$ cat config.mk
export PLATFORM = sky130hd
export DESIGN_NAME = aes_inv_round_ctrl_flat
export DESIGN_NICKNAME = d
export VERILOG_FILES = /design/src/rtl/aes_inv_round_ctrl_if.sv /design/src/rtl/aes_inv_round_ctrl.sv /design/src/flat_wrapper.sv
export SDC_FILE = /design/constraint.sdc
export NUM_CORES = 1
export LEC_CHECK = 0
export BUFFER_PORTS_ARGS = -buffer_cell sky130_fd_sc_hd__buf_2
export CORE_AREA = 4 4 257 259
export CTS_CLUSTER_DIAMETER = 50
export CTS_CLUSTER_SIZE = 16
export DETAILED_ROUTE_END_ITERATION = 8
export DIE_AREA = 0 0 261 263
export PLACE_DENSITY_LB_ADDON = 0.12
export SLEW_MARGIN = 20
export SYNTH_ARGS = -nofsm -noshare
export SYNTH_HDL_FRONTEND = slang
export SYNTH_SLANG_ARGS = --single-unit
$ cat constraint.sdc
create_clock -name clk -period 2.55 [get_ports clk]
set_clock_uncertainty 0.15 [all_clocks]
set_input_delay 0.1275 -clock clk [delete_from_list [all_inputs] [get_ports clk]]
set_output_delay 0.1275 -clock clk [all_outputs]
set_load 0.01 [all_outputs]
$ cat src/rtl/aes_inv_round_ctrl_if.sv
// Ciphertext/plaintext handshakes, key-store lookup and inverse-round datapath
// control for the AES-128 inverse round controller.
interface aes_inv_round_ctrl_if;
    logic         in_valid;
    logic         in_ready;
    logic [127:0] in_data;
    logic         out_valid;
    logic         out_ready;
    logic [127:0] out_data;
    logic [3:0]   rk_idx;
    logic [127:0] rk_data;
    logic         dp_start;
    logic [127:0] dp_in;
    logic [3:0]   dp_key_idx;
    logic         dp_last;
    logic [127:0] dp_out;

    modport master (
        input  in_valid, in_data, out_ready, rk_data, dp_out,
        output in_ready, out_valid, out_data, rk_idx, dp_start, dp_in, dp_key_idx, dp_last
    );

    modport slave (
        output in_valid, in_data, out_ready, rk_data, dp_out,
        input  in_ready, out_valid, out_data, rk_idx, dp_start, dp_in, dp_key_idx, dp_last
    );
endinterface

$ cat src/rtl/aes_inv_round_ctrl.sv
// Sequences one AES-128 block through the inverse cipher: AddRoundKey(NR), then
// rounds NR-1..0 issued to a shared inverse-round datapath of fixed latency.
module aes_inv_round_ctrl #(
    parameter int unsigned DP_LATENCY = 1,
    parameter int unsigned NR         = 10
) (
    input  logic                 clk,
    input  logic                 rst,
    aes_inv_round_ctrl_if.master bus,
    output logic                 busy
);
    localparam int unsigned DW = 128;
    localparam int unsigned IW = 4;

    typedef enum logic [2:0] {
        IDLE  = 3'd0,
        INIT  = 3'd1,
        ISSUE = 3'd2,
        WAIT  = 3'd3,
        DONE  = 3'd4
    } fsm_t;

    fsm_t          fsm_q, fsm_d;
    logic [DW-1:0] state_q, state_d;
    logic [IW-1:0] round_q, round_d;
    logic [IW-1:0] cnt_q, cnt_d;
    logic [IW-1:0] rk_idx_q, rk_idx_d;
    logic [IW-1:0] key_idx_q, key_idx_d;
    logic          in_ready_q, in_ready_d;
    logic          out_valid_q, out_valid_d;
    logic          dp_start_q, dp_start_d;
    logic          dp_last_q, dp_last_d;
    logic          busy_q, busy_d;
    logic          in_round;

    // Next state plus registered outputs decoded from the state being entered
    always_comb begin
        fsm_d   = fsm_q;
        state_d = state_q;
        round_d = round_q;
        cnt_d   = cnt_q;

        case (fsm_q)
            IDLE: begin
                if (bus.in_valid && in_ready_q) begin
                    state_d = bus.in_data;
                    round_d = IW'(NR - 1);
                    fsm_d   = INIT;
                end
            end
            INIT: begin
                state_d = state_q ^ bus.rk_data;
                fsm_d   = ISSUE;
            end
            ISSUE: begin
                cnt_d = IW'(DP_LATENCY - 1);
                fsm_d = WAIT;
            end
            WAIT: begin
                if (cnt_q == '0) begin
                    state_d = bus.dp_out;
                    if (round_q == '0) begin
                        fsm_d = DONE;
                    end else begin
                        round_d = round_q - IW'(1);
                        fsm_d   = ISSUE;
                    end
                end else begin
                    cnt_d = cnt_q - IW'(1);
                end
            end
            DONE: begin
                if (bus.out_ready) begin
                    fsm_d = IDLE;
                end
            end
            default: fsm_d = IDLE;
        endcase

        in_round    = (fsm_d == ISSUE) || (fsm_d == WAIT);
        in_ready_d  = (fsm_d == IDLE);
        out_valid_d = (fsm_d == DONE);
        busy_d      = (fsm_d != IDLE);
        dp_start_d  = (fsm_d == ISSUE);
        dp_last_d   = in_round && (round_d == '0);
        key_idx_d   = in_round ? round_d : '0;
        rk_idx_d    = (fsm_d == INIT) ? IW'(NR) : key_idx_d;
    end

    always_ff @(posedge clk) begin
        if (rst) begin
            fsm_q       <= IDLE;
            state_q     <= '0;
            round_q     <= '0;
            cnt_q       <= '0;
            rk_idx_q    <= '0;
            key_idx_q   <= '0;
            in_ready_q  <= 1'b1;
            out_valid_q <= 1'b0;
            dp_start_q  <= 1'b0;
            dp_last_q   <= 1'b0;
            busy_q      <= 1'b0;
        end else begin
            fsm_q       <= fsm_d;
            state_q     <= state_d;
            round_q     <= round_d;
            cnt_q       <= cnt_d;
            rk_idx_q    <= rk_idx_d;
            key_idx_q   <= key_idx_d;
            in_ready_q  <= in_ready_d;
            out_valid_q <= out_valid_d;
            dp_start_q  <= dp_start_d;
            dp_last_q   <= dp_last_d;
            busy_q      <= busy_d;
        end
    end

    assign bus.in_ready   = in_ready_q;
    assign bus.out_valid  = out_valid_q;
    assign bus.out_data   = state_q;
    assign bus.dp_in      = state_q;
    assign bus.rk_idx     = rk_idx_q;
    assign bus.dp_key_idx = key_idx_q;
    assign bus.dp_start   = dp_start_q;
    assign bus.dp_last    = dp_last_q;
    assign busy           = busy_q;
endmodule

$ cat src/flat_wrapper.sv
// flat-port wrapper written by rule: the top's interface ports become plain ports
module aes_inv_round_ctrl_flat 
#(
    parameter int unsigned DP_LATENCY = 1,
    parameter int unsigned NR         = 10
)
  (clk, rst, busy, bus_in_valid, bus_in_data, bus_out_ready, bus_rk_data, bus_dp_out, bus_in_ready, bus_out_valid, bus_out_data, bus_rk_idx, bus_dp_start, bus_dp_in, bus_dp_key_idx, bus_dp_last);
  aes_inv_round_ctrl_if bus_i ();
  input  logic clk;
  input  logic rst;
  output logic busy;
  input wire logic [$bits(bus_i.in_valid)-1:0] bus_in_valid;
  input wire logic [$bits(bus_i.in_data)-1:0] bus_in_data;
  input wire logic [$bits(bus_i.out_ready)-1:0] bus_out_ready;
  input wire logic [$bits(bus_i.rk_data)-1:0] bus_rk_data;
  input wire logic [$bits(bus_i.dp_out)-1:0] bus_dp_out;
  output wire logic [$bits(bus_i.in_ready)-1:0] bus_in_ready;
  output wire logic [$bits(bus_i.out_valid)-1:0] bus_out_valid;
  output wire logic [$bits(bus_i.out_data)-1:0] bus_out_data;
  output wire logic [$bits(bus_i.rk_idx)-1:0] bus_rk_idx;
  output wire logic [$bits(bus_i.dp_start)-1:0] bus_dp_start;
  output wire logic [$bits(bus_i.dp_in)-1:0] bus_dp_in;
  output wire logic [$bits(bus_i.dp_key_idx)-1:0] bus_dp_key_idx;
  output wire logic [$bits(bus_i.dp_last)-1:0] bus_dp_last;
  assign bus_i.in_valid = bus_in_valid;
  assign bus_i.in_data = bus_in_data;
  assign bus_i.out_ready = bus_out_ready;
  assign bus_i.rk_data = bus_rk_data;
  assign bus_i.dp_out = bus_dp_out;
  assign bus_in_ready = bus_i.in_ready;
  assign bus_out_valid = bus_i.out_valid;
  assign bus_out_data = bus_i.out_data;
  assign bus_rk_idx = bus_i.rk_idx;
  assign bus_dp_start = bus_i.dp_start;
  assign bus_dp_in = bus_i.dp_in;
  assign bus_dp_key_idx = bus_i.dp_key_idx;
  assign bus_dp_last = bus_i.dp_last;
  aes_inv_round_ctrl #(.DP_LATENCY(DP_LATENCY), .NR(NR)) u_core (.clk(clk), .rst(rst), .bus(bus_i), .busy(busy));
endmodule
==> results.txt, run 1 <==
----------------------------------------------------
[STA]
  Summed negative setup slack over all endpoints ... 0 ps
  Actual slew at the worst max-slew pin ... 790 ps
  Maximum achievable frequency ... 0.436 GHz
  Final-report max-slew violation count ... 0
  Number of setup violations in the final report ... 0
  Crit path time final ... 2290 ps
  Fin crit share ... 0.899
  Final number of hold-violating endpoints ... 0
  Tightest slew margin relative to the limit ... 0.466
  Setup repair after global routing missed its margin ... no
  Final worst slack ... 257 ps

[Routing]
  Wire length per cell ... 19.3 µm
  Detailed router's first-iteration violation count ... 1067
  Per-cell via count in the routed design ... 4.52
  Count of antenna-violating nets left after detailed routing ... 0
  Router iterations before antenna repair ... 9
  DR DRC count ... 0
  DR vias ... 12300
  Sum of routed wire length over all layers ... 52400 µm

[Critical path]
  Top cell family by delay on the critical path ... simple AND/OR/NAND/NOR gates
  R2R setup slack ... 260 ps
  Critical Path, Cell by Cell ... inv_1 -> ha_1 -> or3b_1 -> nor3_1 -> mux2i_1 -> and4b_1
  Cell type of the slowest stage on the worst timing path ... sky130_fd_sc_hd__mux2i_1
  Arrival @ worst endpoint ... 2550 ps
  Buffers and inverters on the worst path ... 1
  Critical Path RT ... 2800 ps
  Worst Reg-to-Reg Cells ... 6
  Biggest fanout along the worst timing path ... 5
  Critical Path End Type ... flop
  Worst Setup Start Kind ... flop
  Category of the most critical setup path ... flop to flop
  Total stage count of the critical path ... 6
  CP max stage delay ... 490 ps

[Synthesis]
  Yosys warnings ... 0
  Netlist cell types ... 46
  Post-Synthesis Net Count ... 1655
  Number of instances in the synthesized netlist ... 1264
  Async S/R FF share, synth ... 0
  Cell area after synthesis ... 0.0102 mm²
  EDFF count, synth ... 0
  Mean instance size in the synthesized netlist ... 8.07 µm²
  Post-synthesis register bit count ... 152
  Top_reg_cell synth ... sky130_fd_sc_hd__dfxtp_1
  Sequential-to-total area share from yosys stat ... 0.298

[Floorplan]
  Number of rows created at floorplan ... 93
  Standard cell core area ... 0.0639 mm²
  Effective utilization at floorplan ... 0.160
  Area of the die ... 0.0686 mm²
  Die Height ... 263 µm
  # IOs ... 657
  Chip Width ... 261 µm

[Clock network]
  Num CTS Buffers ... 17
  Count of instances resized after the clock tree is built ... 0
  Clock H-tree levels ... 4
  Clk root buf ... sky130_fd_sc_hd__clkbuf_16
  Num Clock Sinks ... 152
  CTS max path bufs ... 2
  Clock slew at reported path FFs ... 70 ps
  CTS tree ... built
  Clk_lat worst skew ... 460 ps

[Finish]
  Most common library cell in the layout ignoring fill and taps ... sky130_fd_sc_hd__buf_2
  Signed area change from the synthesized netlist to the final layout ... 49.7%
  Post-layout utilization of the core ... 0.239
  Share of cells above drive strength 1 ... 0.388
  Commonest non-fill, non-tap cells in the layout ... 655 x sky130_fd_sc_hd__buf_2, 151 x sky130_fd_sc_hd__dfxtp_1, 146 x sky130_fd_sc_hd__nor2_1, 140 x sky130_fd_sc_hd__dlygate4sd3_1, 131 x sky130_fd_sc_hd__a21oi_1
  Final-stage net count ... 2235

[GRT]
  Vias in the first global route ... 12600
  Pin count of the biggest net entering global routing ... 147
  Initial antenna violation count ... 5
  Global route overflow ... 0
  Wire length of the first global-routing pass ... 77700 µm
  Global-route usage over all layers ... 0.145

[Power and ir drop]
  Worst vdd ir ... 0.490 mV
  Power density relative to cell area ... 774 mW/mm²
  Leak ... 7.08 nW

[Placement]
  PortBufs ... 656
  Post-DP HPWL ... 37300 µm
  Dpl ws ... 232 ps
  Final estimated routing congestion in global placement ... 0.793

[Worst hold path]
  Worst Hold Class ... input port to flop
  Cells on Worst Hold Path ... 4

[Run status]
  Run status ... finished clean

[Flow run]
  Max-capacitance violation count ... 0

----------------------------------------------------
report_power, final:
part	switching, mW	total [mW]	internal (mW)
Clock	1.25	2.62	1.37
Sequential	0.691	3.64	2.95
Combinational	3.16	5.56	2.41
Total	5.10	11.8	6.72
final cells by class:
class | instances | area (µm²)
diodes | 4 | 10.0
clock buffers | 17 | 425
clock inverters | 15 | 144
fillers | 7127 | 48600
inverters | 8 | 30.0
multi-input cells | 844 | 5510
flip-flops and latches | 152 | 3050
well taps | 855 | 1070
repair buffers | 821 | 5040
through the flow:
step / cells / power (mW) / area [µm²] / hold WS [ps]
after floorplan: 1264 / 7.47 / 10200 / 179
after global placement: 2540 / 9.12 / 13300 / 245
after detailed placement: 2540 / 9.15 / 13300 / 246
after CTS: 2712 / 12.1 / 15300 / 1.33
after global routing: 2715 / 12.7 / 15300 / 26.8
final: 2716 / 11.8 / 15300 / 53.7
kinds of logic after synthesis:
logic type / after synthesis / synth area share
adder cells (fa/ha/maj): 3 / 0.00368
AO/OA/AOI/OAI: 402 / 0.296
XOR/XNOR: 2 / 0.00172
buffers and inverters: 268 / 0.164
flip-flops: 152 / 0.298
AND/OR/NAND/NOR: 435 / 0.234
multiplexers: 2 / 0.00209
cell usage after synthesis, types with 2 or more instances:
master | n | area share
sky130_fd_sc_hd__nand2_1 | 4 | 0.0015
sky130_fd_sc_hd__dfxtp_1 | 152 | 0.30
sky130_fd_sc_hd__nor3b_1 | 3 | 0.0022
sky130_fd_sc_hd__nor4b_1 | 2 | 0.0017
sky130_fd_sc_hd__buf_1 | 10 | 0.0037
sky130_fd_sc_hd__clkbuf_1 | 47 | 0.017
sky130_fd_sc_hd__buf_2 | 55 | 0.027
sky130_fd_sc_hd__nand3_1 | 3 | 0.0015
sky130_fd_sc_hd__o32ai_1 | 2 | 0.0017
sky130_fd_sc_hd__nor2b_1 | 129 | 0.079
sky130_fd_sc_hd__nand2b_1 | 2 | 0.0012
sky130_fd_sc_hd__o31ai_1 | 128 | 0.094
sky130_fd_sc_hd__nor3_1 | 4 | 0.0020
sky130_fd_sc_hd__ha_1 | 3 | 0.0037
sky130_fd_sc_hd__o21bai_1 | 2 | 0.0015
sky130_fd_sc_hd__nor2_1 | 146 | 0.054
sky130_fd_sc_hd__a21oi_1 | 131 | 0.064
sky130_fd_sc_hd__xor2_1 | 2 | 0.0017
sky130_fd_sc_hd__a21o_1 | 2 | 0.0015
sky130_fd_sc_hd__a31oi_1 | 2 | 0.0012
sky130_fd_sc_hd__or3b_1 | 2 | 0.0017
sky130_fd_sc_hd__buf_4 | 134 | 0.099
sky130_fd_sc_hd__or3_1 | 130 | 0.080
sky130_fd_sc_hd__buf_6 | 13 | 0.014
sky130_fd_sc_hd__inv_1 | 8 | 0.0029
sky130_fd_sc_hd__a222oi_1 | 128 | 0.13
path summary, 6_finish.rpt:
kind                                startpoint                           endpoint
hold / removal                  bus_dp_out[87]  u_core.bus.dp_in[87]$_SDFFE_PP0P_
setup reg to reg  u_core.cnt_q[0]$_SDFFE_PP0P_      u_core.bus.dp_last$_SDFF_PP0_
hold reg to reg   u_core.cnt_q[1]$_SDFFE_PP0P_       u_core.cnt_q[1]$_SDFFE_PP0P_
setup / recovery  u_core.cnt_q[0]$_SDFFE_PP0P_      u_core.bus.dp_last$_SDFF_PP0_
worst register-to-register path, stage by stage, from the launching register on:
cell,delay (ps)
sky130_fd_sc_hd__dfxtp_1,320
sky130_fd_sc_hd__inv_1,100
sky130_fd_sc_hd__ha_1,230
sky130_fd_sc_hd__or3b_1,390
sky130_fd_sc_hd__nor3_1,300
sky130_fd_sc_hd__mux2i_1,490
sky130_fd_sc_hd__and4b_1,260
layer usage:
metal | routed length, µm | vias to the layer above | GRT usage
li1 | - | 5830 | -
met1 | 21500 | 5960 | 0.169
met2 | 27100 | 432 | 0.265
met3 | 2980 | 47 | 0.0277
met4 | 835 | 4 | 0.0444
met5 | 21 | - | 0
flip-flops by register name (all words and copies together) (netlist names), 3 cells and up:
| signal | cells |
|---|---|
| u_core.cnt_q | 4 |
| u_core.round_q | 4 |
| u_core.bus.dp_in | 128 |
| u_core.bus.rk_idx | 4 |
| u_core.bus.dp_key_idx | 4 |
| u_core.fsm_q | 3 |
timing repair:
item,CTS,global route
setup buffers,0,0
hold buffers,140,0
hold endpoints to repair,135,0
No activity file was read; power rests on OpenSTA's default activity.
==> run 2: changes to the inputs <==
Settings changed: MAX_ROUTING_LAYER from default to met4.
==> run 2 against run 1 <==
Net effect:
- final area barely moved
- critical endpoint unchanged
- sequential power about the same
- cell count about the same
==> results.txt, run 2 (synthesis results as in run 1) <==
----------------------------------------------------
[Run status]
  Run status ... finished clean

[STA]
  Number of setup violations in the final report ... 0 (unchanged)
  Maximum achievable frequency ... 0.436 GHz (about the same)
  Final-report max-slew violation count ... 0 (unchanged)
  Final worst slack ... 257 ps (-0.0790 ps)
  Actual slew at the worst max-slew pin ... 788 ps (-1.91 ps)
  Fin crit share ... 0.899 (about the same)
  Summed negative setup slack over all endpoints ... 0 ps (unchanged)
  Final number of hold-violating endpoints ... 0 (unchanged)
  Crit path time final ... 2290 ps (+0.0790 ps)
  Setup repair after global routing missed its margin ... no
  Tightest slew margin relative to the limit ... 0.467 (+0.00129)

[Critical path]
  Critical Path End Type ... flop
  Worst Reg-to-Reg Cells ... 6 (unchanged)
  Critical Path RT ... 2810 ps (about the same)
  Reg-to-reg endpoint ... u_core.bus.dp_last$_SDFF_PP0_
  R2R setup slack ... 260 ps (about the same)
  Biggest fanout along the worst timing path ... 5 (unchanged)
  Worst R2R Start ... u_core.cnt_q[0]$_SDFFE_PP0P_
  Category of the most critical setup path ... flop to flop
  Worst Setup Start Kind ... flop
  Arrival @ worst endpoint ... 2550 ps (about the same)

[Worst hold path]
  Cells on Worst Hold Path ... 4 (unchanged)
  Source of the worst hold timing path ... bus_dp_out[87]
  Worst Hold Class ... input port to flop
  Hold EP ... u_core.bus.dp_in[87]$_SDFFE_PP0P_

[Finish]
  Most common library cell in the layout ignoring fill and taps ... sky130_fd_sc_hd__buf_2
  Share of cells above drive strength 1 ... 0.388 (unchanged)
  Signed area change from the synthesized netlist to the final layout ... 49.8% (about the same)
  Post-layout utilization of the core ... 0.239 (about the same)
  Number of fill cells ... 7127 (unchanged)
  Number of flip-flops under the largest register name ... 128 (unchanged)
  Commonest non-fill, non-tap cells in the layout ... 655 x sky130_fd_sc_hd__buf_2, 151 x sky130_fd_sc_hd__dfxtp_1, 146 x sky130_fd_sc_hd__nor2_1, 140 x sky130_fd_sc_hd__dlygate4sd3_1, 131 x sky130_fd_sc_hd__a21oi_1
  Final-stage net count ... 2235 (unchanged)
  Design area ... 0.0153 mm² (about the same)

[Placement]
  Final estimated routing congestion in global placement ... 0.804 (+1.4%)
  Dpl ws ... 232 ps (unchanged)
  PortBufs ... 656 (unchanged)
  Post-DP HPWL ... 37300 µm (unchanged)
  Total placed instance area ... 0.0133 mm² (unchanged)

[Flow run]
  Max-capacitance violation count ... 0 (unchanged)

[Routing]
  DR vias ... 12300 (-0.14%)
  Per-cell via count in the routed design ... 4.51 (-0.21%)
  Router iterations before antenna repair ... 6 (-3)
  Sum of routed wire length over all layers ... 52400 µm (about the same)
  Count of antenna-violating nets left after detailed routing ... 0 (unchanged)
  Detailed router's first-iteration violation count ... 1038 (-2.7%)
  DR DRC count ... 0 (unchanged)
  Wire length per cell ... 19.3 µm (-0.13%)

[Floorplan]
  Number of rows created at floorplan ... 93 (unchanged)
  # IOs ... 657 (unchanged)
  Effective utilization at floorplan ... 0.160 (unchanged)
  Die Height ... 263 µm (unchanged)
  Chip Width ... 261 µm (unchanged)
  Standard cell core area ... 0.0639 mm² (unchanged)
  Area of the die ... 0.0686 mm² (unchanged)

[GRT]
  Pin count of the biggest net entering global routing ... 147 (unchanged)
  Global route overflow ... 0 (unchanged)
  Initial antenna violation count ... 5 (unchanged)
  Vias in the first global route ... 12600 (-0.0079%)
  Global-route usage over all layers ... 0.149 (+0.00408)
  Wire length of the first global-routing pass ... 77600 µm (-0.11%)

[Power and ir drop]
  Portion of total power attributed to the clock network ... 0.221 (about the same)
  Leak ... 7.08 nW (about the same)
  Switching power share of the total ... 0.431 (about the same)
  Worst vdd ir ... 0.492 mV (+0.52%)
  Combinational group share of total power ... 0.470 (about the same)
  Power density relative to cell area ... 773 mW/mm² (about the same)
  Share of power burned in registers ... 0.308 (about the same)
  Internal Power ... 6.72 mW (about the same)
  Power spent charging and discharging nets ... 5.09 mW (about the same)

[Clock network]
  Clock H-tree levels ... 4 (unchanged)
  Clk root buf ... sky130_fd_sc_hd__clkbuf_16
  CTS tree ... built
  Clk_lat worst skew ... 460 ps (about the same)
  Num Clock Sinks ... 152 (unchanged)
  Clock slew at reported path FFs ... 70 ps (about the same)
  Num CTS Buffers ... 17 (unchanged)
  CTS max path bufs ... 2 (unchanged)
  Count of instances resized after the clock tree is built ... 0 (unchanged)

----------------------------------------------------
-- run 2: power by group through the flow --
stage / registers (mW) / logic [mW] / clock network [mW]
2_1_floorplan: 3.71 / 3.76 / 0
3_3_place_gp: 3.68 / 5.43 / 0
3_5_place_dp: 3.70 / 5.45 / 0
4_1_cts: 3.65 / 5.65 / 2.79
5_1_grt: 3.73 / 6.12 / 2.84
6_report: 3.64 / 5.56 / 2.62
-- run 2: area by class of cell --
class                           count  area (µm²)  area share
Antenna cell                        6        15.0    0.000983
Clock buffer                       17         425      0.0279
Clock inverter                     15         144     0.00942
Inverter                            8        30.0     0.00197
Multi-Input combinational cell    844        5510       0.361
Sequential cell                   152        3050       0.199
Tap cell                          855        1070      0.0700
Timing Repair Buffer              821        5040       0.330
-- run 2: through the flow --
stage | std cells | hold WS [ps] | total power [mW]
4_1_cts | 2712 | 1.33 | 12.1
6_report | 2718 | 52.6 | 11.8
5_1_grt | 2717 | 27.4 | 12.7
2_1_floorplan | 1264 | 179 | 7.47
3_5_place_dp | 2540 | 246 | 9.15
3_3_place_gp | 2540 | 245 | 9.12
-- run 2: how the worst max path moves through the flow --
| stage | from | to | slack (ps) | cells after the start |
|---|---|---|---|---|
| after floorplan | u_core.cnt_q[0]$_SDFFE_PP0P_ | u_core.bus.dp_last$_SDFF_PP0_ | 570 | 6 |
| after global placement | u_core.cnt_q[0]$_SDFFE_PP0P_ | u_core.bus.dp_last$_SDFF_PP0_ | 250 | 6 |
| after detailed placement | u_core.cnt_q[0]$_SDFFE_PP0P_ | u_core.bus.dp_last$_SDFF_PP0_ | 230 | 6 |
| after CTS | u_core.cnt_q[0]$_SDFFE_PP0P_ | u_core.bus.dp_last$_SDFF_PP0_ | 220 | 6 |
| after global routing | u_core.cnt_q[0]$_SDFFE_PP0P_ | u_core.bus.dp_last$_SDFF_PP0_ | 80 | 6 |
| final | u_core.cnt_q[0]$_SDFFE_PP0P_ | u_core.bus.dp_last$_SDFF_PP0_ | 260 | 6 |
-- run 2: critical path, stage by stage, from the launching register on --
cell,delay (ps)
sky130_fd_sc_hd__dfxtp_1,320
sky130_fd_sc_hd__inv_1,90
sky130_fd_sc_hd__ha_1,230
sky130_fd_sc_hd__or3b_1,390
sky130_fd_sc_hd__nor3_1,300
sky130_fd_sc_hd__mux2i_1,490
sky130_fd_sc_hd__and4b_1,260
-- run 2: routing by layer --
layer	vias up	GRT usage	wire [µm]
met2	408	0.265	27200
met5	-	-	0
met3	40	0.0241	2700
met4	0	0.0444	797
met1	5974	0.171	21700
li1	5834	-	-
-- run 2: what timing repair did --
| item | CTS | global route |
|---|---|---|
| hold buffers | 140 | 0 |
| endpoints found under the hold margin | 135 | 0 |
| setup buffers | 0 | 0 |
